`config.mk`:
```
export PLATFORM = sky130hd
export DESIGN_NAME = mmio_uart_tx
export DESIGN_NICKNAME = d
export VERILOG_FILES = /design/src/rtl/mmio_uart_pkg.sv /design/src/rtl/mmio_sync_fifo.sv /design/src/rtl/mmio_uart_tx.sv
export SDC_FILE = /design/constraint.sdc
export NUM_CORES = 1
export LEC_CHECK = 0
export CORE_MARGIN = 1.5
export CORE_UTILIZATION = 30
export CTS_CLUSTER_SIZE = 25
export DETAILED_ROUTE_END_ITERATION = 8
export PLACE_DENSITY = 0.56
export SYNTH_ARGS = -nofsm -noshare
export SYNTH_HDL_FRONTEND = slang
export SYNTH_HIERARCHICAL = 1
export SYNTH_SLANG_ARGS = --single-unit
```
`constraint.sdc`:
```
create_clock -name clk -period 5.2 [get_ports clk]
set_input_delay 0.78 -clock clk [delete_from_list [all_inputs] [get_ports clk]]
set_output_delay 0.78 -clock clk [all_outputs]
set_load 0.005 [all_outputs]
```
`src/rtl/mmio_uart_pkg.sv`:
```
// Shared definitions for the memory-mapped UART: register word offsets,
// STATUS bit positions and the transmitter state encoding.
package mmio_uart_pkg;

  localparam logic [1:0] UART_REG_DATA   = 2'd0;
  localparam logic [1:0] UART_REG_STATUS = 2'd1;
  localparam logic [1:0] UART_REG_DIV    = 2'd2;
  localparam logic [1:0] UART_REG_RSVD   = 2'd3;

  localparam int STAT_BUSY    = 0;
  localparam int STAT_FULL    = 1;
  localparam int STAT_EMPTY   = 2;
  localparam int STAT_OVF     = 3;
  localparam int STAT_CNT_LSB = 8;

  typedef enum logic [1:0] {
    UART_IDLE  = 2'd0,
    UART_START = 2'd1,
    UART_DATA  = 2'd2,
    UART_STOP  = 2'd3
  } uart_state_e;

  function automatic logic [31:0] uart_status(input logic       busy,
                                              input logic       full,
                                              input logic       empty,
                                              input logic       ovf,
                                              input logic [3:0] cnt);
    logic [31:0] w;
    w                           = '0;
    w[STAT_BUSY]                = busy;
    w[STAT_FULL]                = full;
    w[STAT_EMPTY]               = empty;
    w[STAT_OVF]                 = ovf;
    w[STAT_CNT_LSB+3:STAT_CNT_LSB] = cnt;
    return w;
  endfunction

endpackage

```
`src/rtl/mmio_sync_fifo.sv`:
```
// Single-clock FIFO with head-of-queue read port; push when full and pop when
// empty are ignored, so callers may drive push/pop without pre-qualifying.
module mmio_sync_fifo #(
  parameter int WIDTH = 8,
  parameter int DEPTH = 8
) (
  input  logic                       clk,
  input  logic                       rst_n,
  input  logic                       push_i,
  input  logic [WIDTH-1:0]           wdata_i,
  input  logic                       pop_i,
  output logic [WIDTH-1:0]           rdata_o,
  output logic                       full_o,
  output logic                       empty_o,
  output logic [$clog2(DEPTH):0]     count_o
);

  localparam int AW = $clog2(DEPTH);
  localparam int CW = AW + 1;

  logic [WIDTH-1:0] mem_q [DEPTH];
  logic [AW-1:0]    wr_ptr_q;
  logic [AW-1:0]    rd_ptr_q;
  logic [CW-1:0]    count_q;
  logic             push_ok;
  logic             pop_ok;

  assign full_o  = (count_q == CW'(DEPTH));
  assign empty_o = (count_q == '0);
  assign count_o = count_q;
  assign rdata_o = mem_q[rd_ptr_q];

  assign push_ok = push_i & ~full_o;
  assign pop_ok  = pop_i & ~empty_o;

  always_ff @(posedge clk) begin
    if (push_ok) begin
      mem_q[wr_ptr_q] <= wdata_i;
    end
  end

  // DEPTH is a power of two, so the pointers wrap by plain overflow
  always_ff @(posedge clk or negedge rst_n) begin
    if (!rst_n) begin
      wr_ptr_q <= '0;
      rd_ptr_q <= '0;
      count_q  <= '0;
    end else begin
      if (push_ok) wr_ptr_q <= wr_ptr_q + AW'(1);
      if (pop_ok)  rd_ptr_q <= rd_ptr_q + AW'(1);
      unique case ({push_ok, pop_ok})
        2'b10:   count_q <= count_q + CW'(1);
        2'b01:   count_q <= count_q - CW'(1);
        default: count_q <= count_q;
      endcase
    end
  end

endmodule

```
`src/rtl/mmio_uart_tx.sv`:
```
// CPU-bus UART transmitter: register decode, byte FIFO and an 8N1 shifter.
// States: IDLE line high | START low bit | DATA 8 bits LSB first | STOP high bit.
module mmio_uart_tx
  import mmio_uart_pkg::*;
#(
  parameter int FIFO_DEPTH  = 8,
  parameter int DIV_WIDTH   = 16,
  parameter int DIV_DEFAULT = 434
) (
  input  logic        clk,
  input  logic        rst_n,
  input  logic        sel,
  input  logic [3:0]  addr,
  input  logic [31:0] wdata,
  input  logic [3:0]  wenable,
  output logic [31:0] rdata,
  output logic        tx,
  output logic        irq_empty
);

  localparam int CW = $clog2(FIFO_DEPTH) + 1;

  logic [1:0]           reg_idx;
  logic                 data_wr;
  logic                 stat_clr;
  logic                 div_wr;
  logic                 push;
  logic                 pop;
  logic                 bit_end;
  logic                 next_idle;
  logic                 irq_d;
  logic [DIV_WIDTH-1:0] div_eff;

  logic [DIV_WIDTH-1:0] div_q;
  logic                 ovf_q;

  uart_state_e          state_q;
  logic [7:0]           shift_q;
  logic [2:0]           bit_cnt_q;
  logic [DIV_WIDTH-1:0] baud_cnt_q;
  logic [DIV_WIDTH-1:0] div_lat_q;
  logic                 tx_q;
  logic                 irq_q;

  logic [7:0]           fifo_head;
  logic                 fifo_full;
  logic                 fifo_empty;
  logic [CW-1:0]        fifo_count;
  logic                 unused_bits;

  assign unused_bits = ^{addr[1:0], wenable[3:2], wdata};

  assign reg_idx  = addr[3:2];
  assign data_wr  = sel & (reg_idx == UART_REG_DATA) & wenable[0];
  assign stat_clr = sel & (reg_idx == UART_REG_STATUS) & wenable[0] & wdata[STAT_OVF];
  assign div_wr   = sel & (reg_idx == UART_REG_DIV) & (wenable[0] | wenable[1]);

  // full is sampled before the edge, so a same-cycle pop never rescues a push
  assign push = data_wr & ~fifo_full;

  assign div_eff   = (div_q == '0) ? DIV_WIDTH'(1) : div_q;
  assign bit_end   = (baud_cnt_q == div_lat_q - DIV_WIDTH'(1));
  assign pop       = ~fifo_empty & ((state_q == UART_IDLE) |
                                    ((state_q == UART_STOP) & bit_end));
  assign next_idle = fifo_empty & ((state_q == UART_IDLE) |
                                   ((state_q == UART_STOP) & bit_end));
  // with the FIFO already empty and no pop, only this cycle's push can refill it
  assign irq_d     = next_idle & ~push;

  mmio_sync_fifo #(
    .WIDTH (8),
    .DEPTH (FIFO_DEPTH)
  ) u_fifo (
    .clk     (clk),
    .rst_n   (rst_n),
    .push_i  (push),
    .wdata_i (wdata[7:0]),
    .pop_i   (pop),
    .rdata_o (fifo_head),
    .full_o  (fifo_full),
    .empty_o (fifo_empty),
    .count_o (fifo_count)
  );

  always_ff @(posedge clk or negedge rst_n) begin
    if (!rst_n) begin
      div_q <= DIV_WIDTH'(DIV_DEFAULT);
      ovf_q <= 1'b0;
    end else begin
      if (div_wr) div_q <= wdata[DIV_WIDTH-1:0];
      if (data_wr & fifo_full) begin
        ovf_q <= 1'b1;
      end else if (stat_clr) begin
        ovf_q <= 1'b0;
      end
    end
  end

  always_ff @(posedge clk or negedge rst_n) begin
    if (!rst_n) begin
      state_q    <= UART_IDLE;
      shift_q    <= '0;
      bit_cnt_q  <= '0;
      baud_cnt_q <= '0;
      div_lat_q  <= DIV_WIDTH'(1);
      tx_q       <= 1'b1;
      irq_q      <= 1'b1;
    end else begin
      irq_q <= irq_d;
      unique case (state_q)
        UART_IDLE: begin
          tx_q <= 1'b1;
          if (!fifo_empty) begin
            shift_q    <= fifo_head;
            div_lat_q  <= div_eff;
            bit_cnt_q  <= '0;
            baud_cnt_q <= '0;
            tx_q       <= 1'b0;
            state_q    <= UART_START;
          end
        end
        UART_START: begin
          if (bit_end) begin
            baud_cnt_q <= '0;
            tx_q       <= shift_q[0];
            state_q    <= UART_DATA;
          end else begin
            baud_cnt_q <= baud_cnt_q + DIV_WIDTH'(1);
          end
        end
        UART_DATA: begin
          if (bit_end) begin
            baud_cnt_q <= '0;
            if (bit_cnt_q == 3'd7) begin
              tx_q    <= 1'b1;
              state_q <= UART_STOP;
            end else begin
              bit_cnt_q <= bit_cnt_q + 3'd1;
              shift_q   <= {1'b0, shift_q[7:1]};
              tx_q      <= shift_q[1];
            end
          end else begin
            baud_cnt_q <= baud_cnt_q + DIV_WIDTH'(1);
          end
        end
        UART_STOP: begin
          if (bit_end) begin
            baud_cnt_q <= '0;
            if (!fifo_empty) begin
              // chain straight into the next frame with no idle bit
              shift_q   <= fifo_head;
              div_lat_q <= div_eff;
              bit_cnt_q <= '0;
              tx_q      <= 1'b0;
              state_q   <= UART_START;
            end else begin
              tx_q    <= 1'b1;
              state_q <= UART_IDLE;
            end
          end else begin
            baud_cnt_q <= baud_cnt_q + DIV_WIDTH'(1);
          end
        end
        default: begin
          tx_q    <= 1'b1;
          state_q <= UART_IDLE;
        end
      endcase
    end
  end

  always_comb begin
    rdata = '0;
    if (sel) begin
      unique case (reg_idx)
        UART_REG_STATUS: rdata = uart_status(state_q != UART_IDLE, fifo_full,
                                             fifo_empty, ovf_q, 4'(fifo_count));
        UART_REG_DIV:    rdata = 32'(div_q);
        default:         rdata = '0;
      endcase
    end
  end

  assign tx        = tx_q;
  assign irq_empty = irq_q;

endmodule

```
[Yosys cells after proc, flatten, opt, wreduce, memory -nomap -nowiden]
Memory sizes are Yosys's and may differ from the RTL's.
Index checks and enable logic that the tools add are counted.
Operators by class
  add/sub/neg operators: 7
  equality and inequality tests: 16
  multiplexer cells: 37
  bitwise gates (word level): 20
  reductions and logical operators: 14
Operators with widths (count)
  16-bit two-way mux: 6
  16-bit case mux with 2 select lines: 3
  8-bit two-way mux: 4
  8-bit case mux with 3 select lines: 1
  16-bit by 1-bit adder with 16-bit output (second input constant): 1
  16-bit equality test: 1
  16-bit logical NOT: 1
  16-bit by 1-bit subtractor with 16-bit output (second input constant): 1
  1-bit AND: 15
  3-bit two-way mux: 4
  2-bit != test (second input constant): 6
  1-bit two-way mux: 10
  2-bit two-way mux: 5
  3-bit by 1-bit adder with 3-bit output (second input constant): 3
  3-bit case mux with 3 select lines: 1
  2-bit equality test (second input constant): 4
  2-bit case mux with 4 select lines: 1
  4-bit case mux with 2 select lines: 1
  2-bit nonzero test: 4
  2-bit by 1-bit equality test with 1-bit output (second input constant): 3
  5-bit AND reduction: 1
  4-bit by 1-bit adder with 4-bit output (second input constant): 1
  4-bit equality test (second input constant): 1
  2-bit logical NOT: 2
  other kinds (11): 14
Word-level totals
  register bits: 74
  bits in writable memories: 64
  bits of input ports: 43
  output and inout bits: 34
  logic and storage cells: 107
  memories: 1
Memory list
  u_fifo.mem_q: depth 8, bits a word 8, read ports 1, clocked after Yosys merged registers in 0, write ports 1, line mmio_sync_fifo.sv:21  | logic [WIDTH-1:0] mem_q [DEPTH];

[Longest topological paths before layout]
Gate-level depths: netlist of run 1.
  depth after elaboration: 8
  gate-level depth with buffers: 16
  mapped depth without buffers: 16

[Hierarchy]
Netlist of run 1, hierarchy kept.
Modules (own cells, without submodules)
  mmio_uart_tx: times used 1, cells an instance 399, area an instance 3997.6 um2, sequential area each 1611.5 um2
  mmio_sync_fifo: times used 1, cells an instance 161, area an instance 3139.3 um2, sequential area each 2172.1 um2

[Least setup slack after synthesis of run 1]
No wires, ideal clock.
  path kind: flip-flop to flip-flop
  start: reg div_lat_q[3]
  end: reg u_fifo.count_q[3] (netlist: u_fifo/count_o[3])
  library setup time: 0.134 ns
  data arrival time: 3.971 ns
  required time: 5.066 ns
  setup slack: 1.096 ns
  cell stages (with the launch flop): 16
  path buffers: 1
  clock period less this slack: 4.104 ns
  cell sequence: dfrtp_1 buf_2 nor4_4 nor4b_2 mux2i_1 o31ai_2 a2111oi_4 nand3_2 a21oi_1 o41ai_2 inv_1 ha_1 ha_1 or4b_2 o311ai_0 o211ai_1
Between the ends
  longest elaborated chain between the ends: 8
  elaborated cells between the ends (all ways): 10
  classes of those cells: 1 x add/sub; 3 x eq/ne; 1 x mux; 4 x bitwise; 1 x reduce/logical
Ends and longest elaborated chain
  start, declared: line mmio_uart_tx.sv:41  | logic [DIV_WIDTH-1:0] div_lat_q;
  start signal, assigned: line mmio_uart_tx.sv:115  | div_lat_q <= div_eff;
  start signal, assigned: line mmio_uart_tx.sv:152  | div_lat_q <= div_eff;
  16-bit by 1-bit subtractor with 16-bit output (*): line mmio_uart_tx.sv:62  | assign bit_end = (baud_cnt_q == div_lat_q - DIV_WIDTH'(1));
  16-bit equality test (*): line mmio_uart_tx.sv:62
  1-bit AND (*): line mmio_uart_tx.sv:64  | ((state_q == UART_STOP) & bit_end));
  1-bit bitwise OR (*): line mmio_uart_tx.sv:63  | assign pop = ~fifo_empty & ((state_q == UART_IDLE) |
  1-bit AND (*): line mmio_uart_tx.sv:63
  via pop: line mmio_uart_tx.sv:28  | logic pop;
  1-bit AND (*): line mmio_sync_fifo.sv:34  | assign pop_ok = pop_i & ~empty_o;
  via u_fifo.pop_ok: line mmio_sync_fifo.sv:26  | logic pop_ok;
  2-bit by 1-bit equality test with 1-bit output / 2-bit equality test (equally long branches): line mmio_sync_fifo.sv:51  | unique case ({push_ok, pop_ok})
  4-bit case mux with 2 select lines / 2-bit nonzero test (equally long branches)
  end signal, assigned: line mmio_sync_fifo.sv:52  | 2'b10: count_q <= count_q + CW'(1);
  end signal, assigned: line mmio_sync_fifo.sv:53  | 2'b01: count_q <= count_q - CW'(1);
  end signal, assigned: line mmio_sync_fifo.sv:54  | default: count_q <= count_q;
  end, declared: line mmio_sync_fifo.sv:24  | logic [CW-1:0] count_q;
The timed path passes the listed nets; every way through them passes the cells marked *.
A chain may end at the register's enable or synchronous reset.

[Worst setup path after layout of run 1]
Same ends and word-level chain as after synthesis.

==> impl_metrics.xml, run 1 <==
<?xml version="1.0" encoding="UTF-8"?>
<metrics>
  <group name="clock_tree">
    <metric name="tritoncts_num_sinks" unit="">138</metric>
    <metric name="cts-resized-gates" unit="">0</metric>
    <metric name="htreeDepth" unit="">4</metric>
    <metric name="clock_tree_root" unit="">sky130_fd_sc_hd__clkbuf_16</metric>
    <metric name="clk_pin_slew_worst_paths" unit="ns">0.06</metric>
    <metric name="clk-insertion-delay-late" unit="ns">0.42</metric>
    <metric name="post-cts-setup-buffer-count" unit="">0</metric>
    <metric name="cts_tree" unit="">built</metric>
    <metric name="numCtsBuffers" unit="">17</metric>
    <metric name="post_cts_hold_buffer_count" unit="">0</metric>
    <metric name="cts_max_path_buffers" unit="">2</metric>
  </group>
  <group name="pwr">
    <metric name="pwr_density_cell" unit="nW/µm²">524</metric>
    <metric name="static-leakage-power" unit="nW">3.12</metric>
    <metric name="ir_drop" unit="V">0.000234</metric>
  </group>
  <group name="logic_synthesis">
    <metric name="synthesis.instances" unit="">560</metric>
    <metric name="ys_async_sr_fraction" unit="">0.536</metric>
    <metric name="synth_sequential_area_ratio" unit="">0.530</metric>
    <metric name="synth-seq-cells" unit="">138</metric>
    <metric name="yosys_warns" unit="">6</metric>
    <metric name="postSynthAreaPerCell" unit="µm²">12.7</metric>
    <metric name="post_synth_num_cell_types" unit="">72</metric>
    <metric name="synth.cell_area" unit="µm²">7140</metric>
    <metric name="synth_ff_type" unit="">sky130_fd_sc_hd__dfrtp_1</metric>
    <metric name="synth-edff-count" unit="">64</metric>
  </group>
  <group name="final_layout">
    <metric name="multi_input_comb_area" unit="µm²">3040</metric>
    <metric name="final_cell_area" unit="µm²">8380</metric>
    <metric name="mostFrequentLayoutCells" unit="">66 x sky130_fd_sc_hd__dfrtp_1, 64 x sky130_fd_sc_hd__edfxtp_1, 48 x sky130_fd_sc_hd__mux2_2</metric>
    <metric name="number_of_diodes" unit="">0</metric>
    <metric name="count_of_filler_cells_inserted_in_the_layout" unit="">2251</metric>
    <metric name="syn2layout_area_growth" unit="%">17.5</metric>
    <metric name="nets_finish" unit="">660</metric>
    <metric name="mostFrequentLayoutCell" unit="">sky130_fd_sc_hd__dfrtp_1</metric>
    <metric name="layout.area.seq" unit="µm²">3780</metric>
    <metric name="post_route_cells_drive_above_1_share" unit="">0.178</metric>
  </group>
  <group name="worst_hold_path">
    <metric name="worst_hold_path_type" unit="">reg2reg</metric>
  </group>
  <group name="timing">
    <metric name="worst_slew_pin_slew" unit="ns">0.969</metric>
    <metric name="period_share" unit="">0.918</metric>
    <metric name="report.final.setup_viol" unit="">0</metric>
    <metric name="hold_violations" unit="">0</metric>
    <metric name="slew_headroom" unit="">0.351</metric>
    <metric name="maximum_operating_frequency" unit="MHz">209</metric>
    <metric name="fin_crit" unit="ns">4.78</metric>
    <metric name="tns" unit="ns">0</metric>
    <metric name="setup_skew_after_layout" unit="ns">0.00802</metric>
    <metric name="slew_viol_final" unit="">0</metric>
    <metric name="hold_ws" unit="ns">0.505</metric>
    <metric name="grt_setup_unrepaired" unit="">no</metric>
  </group>
  <group name="routing">
    <metric name="detailroute.via_count" unit="">4589</metric>
    <metric name="wl_per_cell" unit="µm">16.5</metric>
    <metric name="drtPass1Iterations" unit="">4</metric>
    <metric name="drc_errors" unit="">0</metric>
    <metric name="antenna_violating_nets_post_route" unit="">0</metric>
    <metric name="via_per_inst" unit="">4.93</metric>
    <metric name="finalWirelength" unit="µm">15400</metric>
    <metric name="dr.first_iter.drc_count" unit="">242</metric>
  </group>
  <group name="die">
    <metric name="die_x" unit="µm">157</metric>
    <metric name="die_y" unit="µm">157</metric>
    <metric name="ioPinCount" unit="">77</metric>
    <metric name="die_area" unit="µm²">24700</metric>
    <metric name="starting_density" unit="">0.305</metric>
    <metric name="core_region_area" unit="µm²">23400</metric>
    <metric name="num_rows" unit="">56</metric>
  </group>
  <group name="global_route">
    <metric name="first_pass_grt_wire_length" unit="µm">24800</metric>
    <metric name="grt_start_max_net_pins" unit="">75</metric>
    <metric name="number_of_global_route_vias_before_repair" unit="">4616</metric>
    <metric name="global_route.usage.total" unit="">0.132</metric>
    <metric name="antenna_found_initial" unit="">0</metric>
    <metric name="overflow" unit="">0</metric>
  </group>
  <group name="worst_setup_path">
    <metric name="cpPeakStageDelay" unit="ns">0.65</metric>
    <metric name="timing.setup.critical_path_class" unit="">reg2reg</metric>
    <metric name="cp.required" unit="ns">5.49</metric>
    <metric name="worst_setup_path_end_kind" unit="">register</metric>
    <metric name="crit_chain" unit="">nor4_4 -&gt; nor4b_2 -&gt; mux2i_1 -&gt; o31ai_2 -&gt; a2111oi_4 -&gt; nand3_2 -&gt; a21oi_1 -&gt; o41ai_2 -&gt; inv_1 -&gt; ha_1 -&gt; ha_1 -&gt; or4b_2 -&gt; o311ai_0 -&gt; o211ai_1</metric>
    <metric name="critical_path.most_common_cell" unit="">sky130_fd_sc_hd__ha_1</metric>
    <metric name="critical_path.top_delay_family" unit="">simple AND/OR/NAND/NOR gates</metric>
    <metric name="crit_buf_inv" unit="">1</metric>
    <metric name="critical_path_arrival" unit="ns">5.06</metric>
    <metric name="worstPathMaxFanout" unit="">9</metric>
    <metric name="slowest_cell_on_crit_path" unit="">sky130_fd_sc_hd__or4b_2</metric>
    <metric name="setup.worst_path.start_class" unit="">register</metric>
  </group>
  <group name="placement">
    <metric name="placedInstanceArea" unit="µm²">7770</metric>
    <metric name="gp_congestion" unit="">0.786</metric>
    <metric name="io_buffers" unit="">40</metric>
    <metric name="dpl.hpwl" unit="µm">10600</metric>
  </group>
  <group name="flow_run">
    <metric name="maxCapViolations" unit="">0</metric>
  </group>
  <group name="run_status">
    <metric name="status" unit="">complete, no violations</metric>
  </group>
</metrics>
worst paths after layout:
kind	start	end	slack, ns	cells past startpoint
max	div_lat_q[3]	u_fifo/count_o[3]	0.42	14
min	shift_q[5]	shift_q[5]	0.50	1
max reg2reg	div_lat_q[3]	u_fifo/count_o[3]	0.42	14
min reg2reg	shift_q[5]	shift_q[5]	0.50	1
max in group asynchronous	rst_n	div_lat_q[5]	4.08	1
min in group asynchronous	rst_n	baud_cnt_q[14]	0.52	1
logic make-up after synthesis:
kind of cell,synth area share
simple gates,0.117
buf+inv,0.0512
compound gates,0.0847
other cells,0.000525
flops,0.530
mux,0.156
fa+ha+maj,0.0326
xor+xnor,0.0282
flip-flops by register name, indices dropped and copies added, names as in the netlist, 4 cells and up:
| signal | cells |
|---|---|
| u_fifo/mem_q | 64 |
| baud_cnt_q | 16 |
| div_q | 16 |
| u_fifo/count_o | 4 |
| shift_q | 8 |
| div_lat_q | 16 |
area by class of cell:
type | count | area share
Clock inverter | 12 | 0.0193
Sequential cell | 138 | 0.451
Inverter | 32 | 0.0143
Multi-Input combinational cell | 366 | 0.363
Tap cell | 319 | 0.0476
Timing Repair Buffer | 44 | 0.0510
Clock buffer | 20 | 0.0533
power by group:
| group | leakage [nW] | internal, mW | switching (mW) |
|---|---|---|---|
| clock network | 0.290 | 0.774 | 0.466 |
| logic | 1.35 | 0.764 | 0.705 |
| registers | 1.48 | 1.37 | 0.316 |
| total | 3.12 | 2.90 | 1.49 |
per-stage QoR:
step	std cells	worst slack [ns]	power [mW]	utilization
2_1_floorplan	575	1.10	2.83	-
3_3_place_gp	899	0.607	3.10	0.332
3_5_place_dp	899	0.443	3.17	0.332
4_1_cts	931	0.434	4.42	0.358
5_1_grt	931	0.0609	4.67	0.358
6_report	931	0.424	4.39	0.358
cells in the mapped netlist (all sizes together), types with 2 or more instances:
master | instances | area share
nor3 | 13 | 0.0091
nor3b | 5 | 0.0060
xor2 | 7 | 0.0086
xnor2 | 16 | 0.020
mux2i | 5 | 0.0070
o2bb2ai | 2 | 0.0025
or3 | 4 | 0.0042
mux2 | 57 | 0.090
nand3 | 16 | 0.012
clkbuf | 12 | 0.0065
nand3b | 4 | 0.0042
buf | 27 | 0.028
nand4b | 2 | 0.0025
and3 | 11 | 0.0096
o221a | 2 | 0.0032
a21o | 2 | 0.0021
a22o | 2 | 0.0025
o21ai | 14 | 0.010
nor2 | 27 | 0.014
a22oi | 10 | 0.011
mux4 | 16 | 0.059
edfxtp | 64 | 0.27
o211ai | 3 | 0.0032
nand4 | 7 | 0.0061
or4b | 2 | 0.0033
dfstp | 8 | 0.029
nand2b | 12 | 0.011
and4 | 2 | 0.0025
ha | 17 | 0.030
o22ai | 13 | 0.011
dfrtp | 66 | 0.23
nor4b | 3 | 0.0046
o31ai | 2 | 0.0028
inv | 32 | 0.017
nor2b | 3 | 0.0026
nor4 | 8 | 0.0091
a31oi | 3 | 0.0026
nand2 | 25 | 0.014
a21oi | 21 | 0.017
worst reg2reg max path: stages (launching register included):
cell and delay, ns:
sky130_fd_sc_hd__dfrtp_1 0.47, sky130_fd_sc_hd__nor4_4 0.44, sky130_fd_sc_hd__nor4b_2 0.48, sky130_fd_sc_hd__mux2i_1 0.28
sky130_fd_sc_hd__o31ai_2 0.14, sky130_fd_sc_hd__a2111oi_4 0.49, sky130_fd_sc_hd__nand3_2 0.22, sky130_fd_sc_hd__a21oi_1 0.24
sky130_fd_sc_hd__o41ai_2 0.14, sky130_fd_sc_hd__inv_1 0.16, sky130_fd_sc_hd__ha_1 0.34, sky130_fd_sc_hd__ha_1 0.35
sky130_fd_sc_hd__or4b_2 0.66, sky130_fd_sc_hd__o311ai_0 0.13, sky130_fd_sc_hd__o211ai_1 0.12
metal layers:
metal / track usage / share of wire / vias up / wire length (µm)
li1: - / - / 2151 / -
met1: 0.176 / 0.47 / 2315 / 7200
met2: 0.211 / 0.48 / 108 / 7430
met3: 0.0234 / 0.033 / 15 / 500
met4: 0.0544 / 0.017 / 0 / 260
met5: 0 / 0 / - / 0
Power figures use the tool's default switching activity.
==> run 2: changes to the inputs <==
--- a/config.mk
+++ b/config.mk
@@ -5,6 +5,7 @@
 export SDC_FILE = /design/constraint.sdc
 export NUM_CORES = 1
 export LEC_CHECK = 0
+export CORE_ASPECT_RATIO = 0.7
 export CORE_MARGIN = 1.5
 export CORE_UTILIZATION = 30
 export CTS_CLUSTER_SIZE = 25
==> run 2 against run 1 <==
  * Combinational power hardly changed
  * Die area about the same
  * Global-route usage grew 0.087 points
  * Hold slack got worse by 0.014 ns
  * Sequential share of layout area rose by 0.13 points
  * Maximum frequency shrank 1.2%
  * Total power up 0.31%
  * Register-to-register slack worse by 0.06 ns
  * First-iteration DRC count grew 7.0%
  * Critical path depth is the same
  * Core utilization rose by 0.49 points
  * Clock skew is 0.0025 ns higher
  * Critical path type unchanged
  * Critical endpoint unchanged
  * Largest power group unchanged
  * Highest routed layer unchanged
==> impl_metrics.xml, run 2 (synthesis gave the netlist of run 1 again) <==
<?xml version="1.0" encoding="UTF-8"?>
<metrics>
  <group name="global_route">
    <metric name="overflow" unit="">0</metric>
    <metric name="first_pass_grt_wire_length" unit="µm">25500</metric>
    <metric name="antenna_found_initial" unit="">0</metric>
    <metric name="number_of_global_route_vias_before_repair" unit="">4542</metric>
    <metric name="grt_start_max_net_pins" unit="">75</metric>
    <metric name="global_route.usage.total" unit="">0.132</metric>
  </group>
  <group name="timing">
    <metric name="period_share" unit="">0.930</metric>
    <metric name="hold_violations" unit="">0</metric>
    <metric name="slew_viol_final" unit="">0</metric>
    <metric name="report.final.setup_viol" unit="">0</metric>
    <metric name="grt_setup_unrepaired" unit="">no</metric>
    <metric name="postLayoutSetupSlackWorst" unit="ns">0.366</metric>
    <metric name="setup_skew_after_layout" unit="ns">0.0105</metric>
    <metric name="tns" unit="ns">0</metric>
    <metric name="hold_ws" unit="ns">0.491</metric>
    <metric name="worst_slew_pin_slew" unit="ns">0.977</metric>
    <metric name="slew_headroom" unit="">0.349</metric>
    <metric name="maximum_operating_frequency" unit="MHz">207</metric>
    <metric name="fin_crit" unit="ns">4.83</metric>
  </group>
  <group name="clock_tree">
    <metric name="clk_pin_slew_worst_paths" unit="ns">0.07</metric>
    <metric name="post-cts-setup-buffer-count" unit="">0</metric>
    <metric name="clk-insertion-delay-late" unit="ns">0.43</metric>
    <metric name="clock_tree_root" unit="">sky130_fd_sc_hd__clkbuf_16</metric>
    <metric name="cts_max_path_buffers" unit="">2</metric>
    <metric name="htreeDepth" unit="">4</metric>
    <metric name="tritoncts_num_sinks" unit="">138</metric>
    <metric name="cts_tree" unit="">built</metric>
    <metric name="numCtsBuffers" unit="">17</metric>
    <metric name="post_cts_hold_buffer_count" unit="">0</metric>
  </group>
  <group name="pwr">
    <metric name="sw_frac_of_total" unit="">0.353</metric>
    <metric name="static-leakage-power" unit="nW">3.11</metric>
    <metric name="power.share.clock" unit="">0.277</metric>
    <metric name="ir_drop" unit="V">0.000185</metric>
    <metric name="pwr_density_cell" unit="nW/µm²">527</metric>
    <metric name="internal_power" unit="mW">2.85</metric>
    <metric name="power.switching" unit="mW">1.56</metric>
    <metric name="sequential_power_share" unit="">0.385</metric>
    <metric name="power.share.combinational" unit="">0.338</metric>
    <metric name="p_total" unit="mW">4.41</metric>
  </group>
  <group name="worst_hold_path">
    <metric name="worst_hold_path_type" unit="">in2async</metric>
  </group>
  <group name="final_layout">
    <metric name="layout.area.seq" unit="µm²">3780</metric>
    <metric name="post_route_cells_drive_above_1_share" unit="">0.182</metric>
    <metric name="largest-register" unit="">u_fifo/mem_q</metric>
    <metric name="mostFrequentLayoutCells" unit="">66 x sky130_fd_sc_hd__dfrtp_1, 64 x sky130_fd_sc_hd__edfxtp_1, 48 x sky130_fd_sc_hd__mux2_2</metric>
    <metric name="nets_finish" unit="">660</metric>
    <metric name="final_core_utilization" unit="">0.363</metric>
    <metric name="multi_input_comb_area" unit="µm²">3050</metric>
    <metric name="post_layout_nonfiller_instances" unit="">923</metric>
    <metric name="mostFrequentLayoutCell" unit="">sky130_fd_sc_hd__dfrtp_1</metric>
    <metric name="number_of_diodes" unit="">0</metric>
    <metric name="count_of_filler_cells_inserted_in_the_layout" unit="">2214</metric>
    <metric name="largest_register_ffs" unit="">64</metric>
    <metric name="syn2layout_area_growth" unit="%">17.1</metric>
    <metric name="final_cell_area" unit="µm²">8360</metric>
  </group>
  <group name="placement">
    <metric name="placement.setup.worst_slack" unit="ns">0.455</metric>
    <metric name="gp_congestion" unit="">0.799</metric>
    <metric name="place_inst" unit="">892</metric>
    <metric name="placedInstanceArea" unit="µm²">7770</metric>
    <metric name="dpl.hpwl" unit="µm">10900</metric>
    <metric name="io_buffers" unit="">40</metric>
  </group>
  <group name="routing">
    <metric name="drc_errors" unit="">0</metric>
    <metric name="antenna_violating_nets_post_route" unit="">0</metric>
    <metric name="finalWirelength" unit="µm">15800</metric>
    <metric name="wl_per_cell" unit="µm">17.2</metric>
    <metric name="detailroute.via_count" unit="">4634</metric>
    <metric name="via_per_inst" unit="">5.02</metric>
    <metric name="drtPass1Iterations" unit="">5</metric>
    <metric name="dr.first_iter.drc_count" unit="">259</metric>
  </group>
  <group name="die">
    <metric name="die_x" unit="µm">187</metric>
    <metric name="starting_density" unit="">0.310</metric>
    <metric name="die_area" unit="µm²">24700</metric>
    <metric name="ioPinCount" unit="">77</metric>
    <metric name="core_region_area" unit="µm²">23000</metric>
    <metric name="die_y" unit="µm">132</metric>
    <metric name="num_rows" unit="">46</metric>
  </group>
  <group name="worst_setup_path">
    <metric name="cp.required" unit="ns">5.50</metric>
    <metric name="setup.worst_path.start_class" unit="">register</metric>
    <metric name="worstPathMaxFanout" unit="">9</metric>
    <metric name="r2r_slack" unit="ns">0.37</metric>
    <metric name="critical_path_arrival" unit="ns">5.13</metric>
    <metric name="timing.setup.critical_path_class" unit="">reg2reg</metric>
    <metric name="worst_setup_path_end_kind" unit="">register</metric>
  </group>
  <group name="run_status">
    <metric name="status" unit="">complete, no violations</metric>
  </group>
  <group name="flow_run">
    <metric name="maxCapViolations" unit="">0</metric>
  </group>
</metrics>
[run 2: changes by cell type in the layout (fill, tap and decap cells not counted)]
cell | previous run | this run
sky130_fd_sc_hd__clkinv_4 | 1 | 3
sky130_fd_sc_hd__inv_8 | 0 | 1
sky130_fd_sc_hd__clkbuf_1 | 2 | 0
sky130_fd_sc_hd__clkbuf_8 | 1 | 0
sky130_fd_sc_hd__nor4_2 | 0 | 1
sky130_fd_sc_hd__inv_6 | 5 | 6
sky130_fd_sc_hd__bufinv_16 | 3 | 2
sky130_fd_sc_hd__nor4_1 | 7 | 6
sky130_fd_sc_hd__clkinvlp_4 | 2 | 1
[run 2: final cells by class]
cell class              count  area share
clock buffers              17      0.0509
clock inverters            14      0.0193
flip-flops and latches    138       0.453
inverters                  32      0.0144
multi-input cells         366       0.365
well taps                 312      0.0467
repair buffers             44      0.0512
[run 2: what timing repair did]
| action | 4_1_cts | 5_1_grt |
|---|---|---|
| setup endpoints to repair | 0 | 1 |
| endpoints found under the hold margin | 0 | 0 |
| gates resized for setup | 0 | 1 |
[run 2: routing by layer]
metal | track usage | routed length, µm | vias to the layer above
met5 | 0 | 0 | -
met4 | 0.0358 | 126 | 0
met3 | 0.0301 | 660 | 13
met2 | 0.191 | 6910 | 119
met1 | 0.198 | 8130 | 2351
li1 | - | - | 2151
[run 2: worst max-delay path, stage by stage (launching register included)]
cell and delay [ns]:
sky130_fd_sc_hd__dfrtp_1 0.49, sky130_fd_sc_hd__nor4_4 0.43, sky130_fd_sc_hd__nor4b_2 0.51, sky130_fd_sc_hd__mux2i_1 0.29, sky130_fd_sc_hd__o31ai_2 0.13, sky130_fd_sc_hd__a2111oi_4 0.51
sky130_fd_sc_hd__nand3_2 0.24, sky130_fd_sc_hd__a21oi_1 0.25, sky130_fd_sc_hd__o41ai_2 0.14, sky130_fd_sc_hd__inv_1 0.12, sky130_fd_sc_hd__ha_1 0.34, sky130_fd_sc_hd__ha_1 0.35
sky130_fd_sc_hd__or4b_2 0.64, sky130_fd_sc_hd__o311ai_0 0.14, sky130_fd_sc_hd__o211ai_1 0.13
[run 2: final timing paths]
kind | start | endpoint | cells past startpoint
worst max-delay path | div_lat_q[3] | u_fifo/count_o[3] | 14
worst max register to register | div_lat_q[3] | u_fifo/count_o[3] | 14
worst min-delay path | rst_n | baud_cnt_q[13] | 1
max in group asynchronous | rst_n | div_q[0] | 1
min in group clk | ovf_q | ovf_q | 2
worst min register to register | ovf_q | ovf_q | 2
[run 2: power by group through the flow]
stage                     sequential [mW]  clock, mW  combinational, mW
final                                1.70       1.22               1.49
after CTS                            1.70       1.24               1.48
after global routing                 1.74       1.29               1.65
after global placement               1.70          0               1.42
after floorplan                      1.53          0               1.30
after detailed placement             1.72          0               1.47
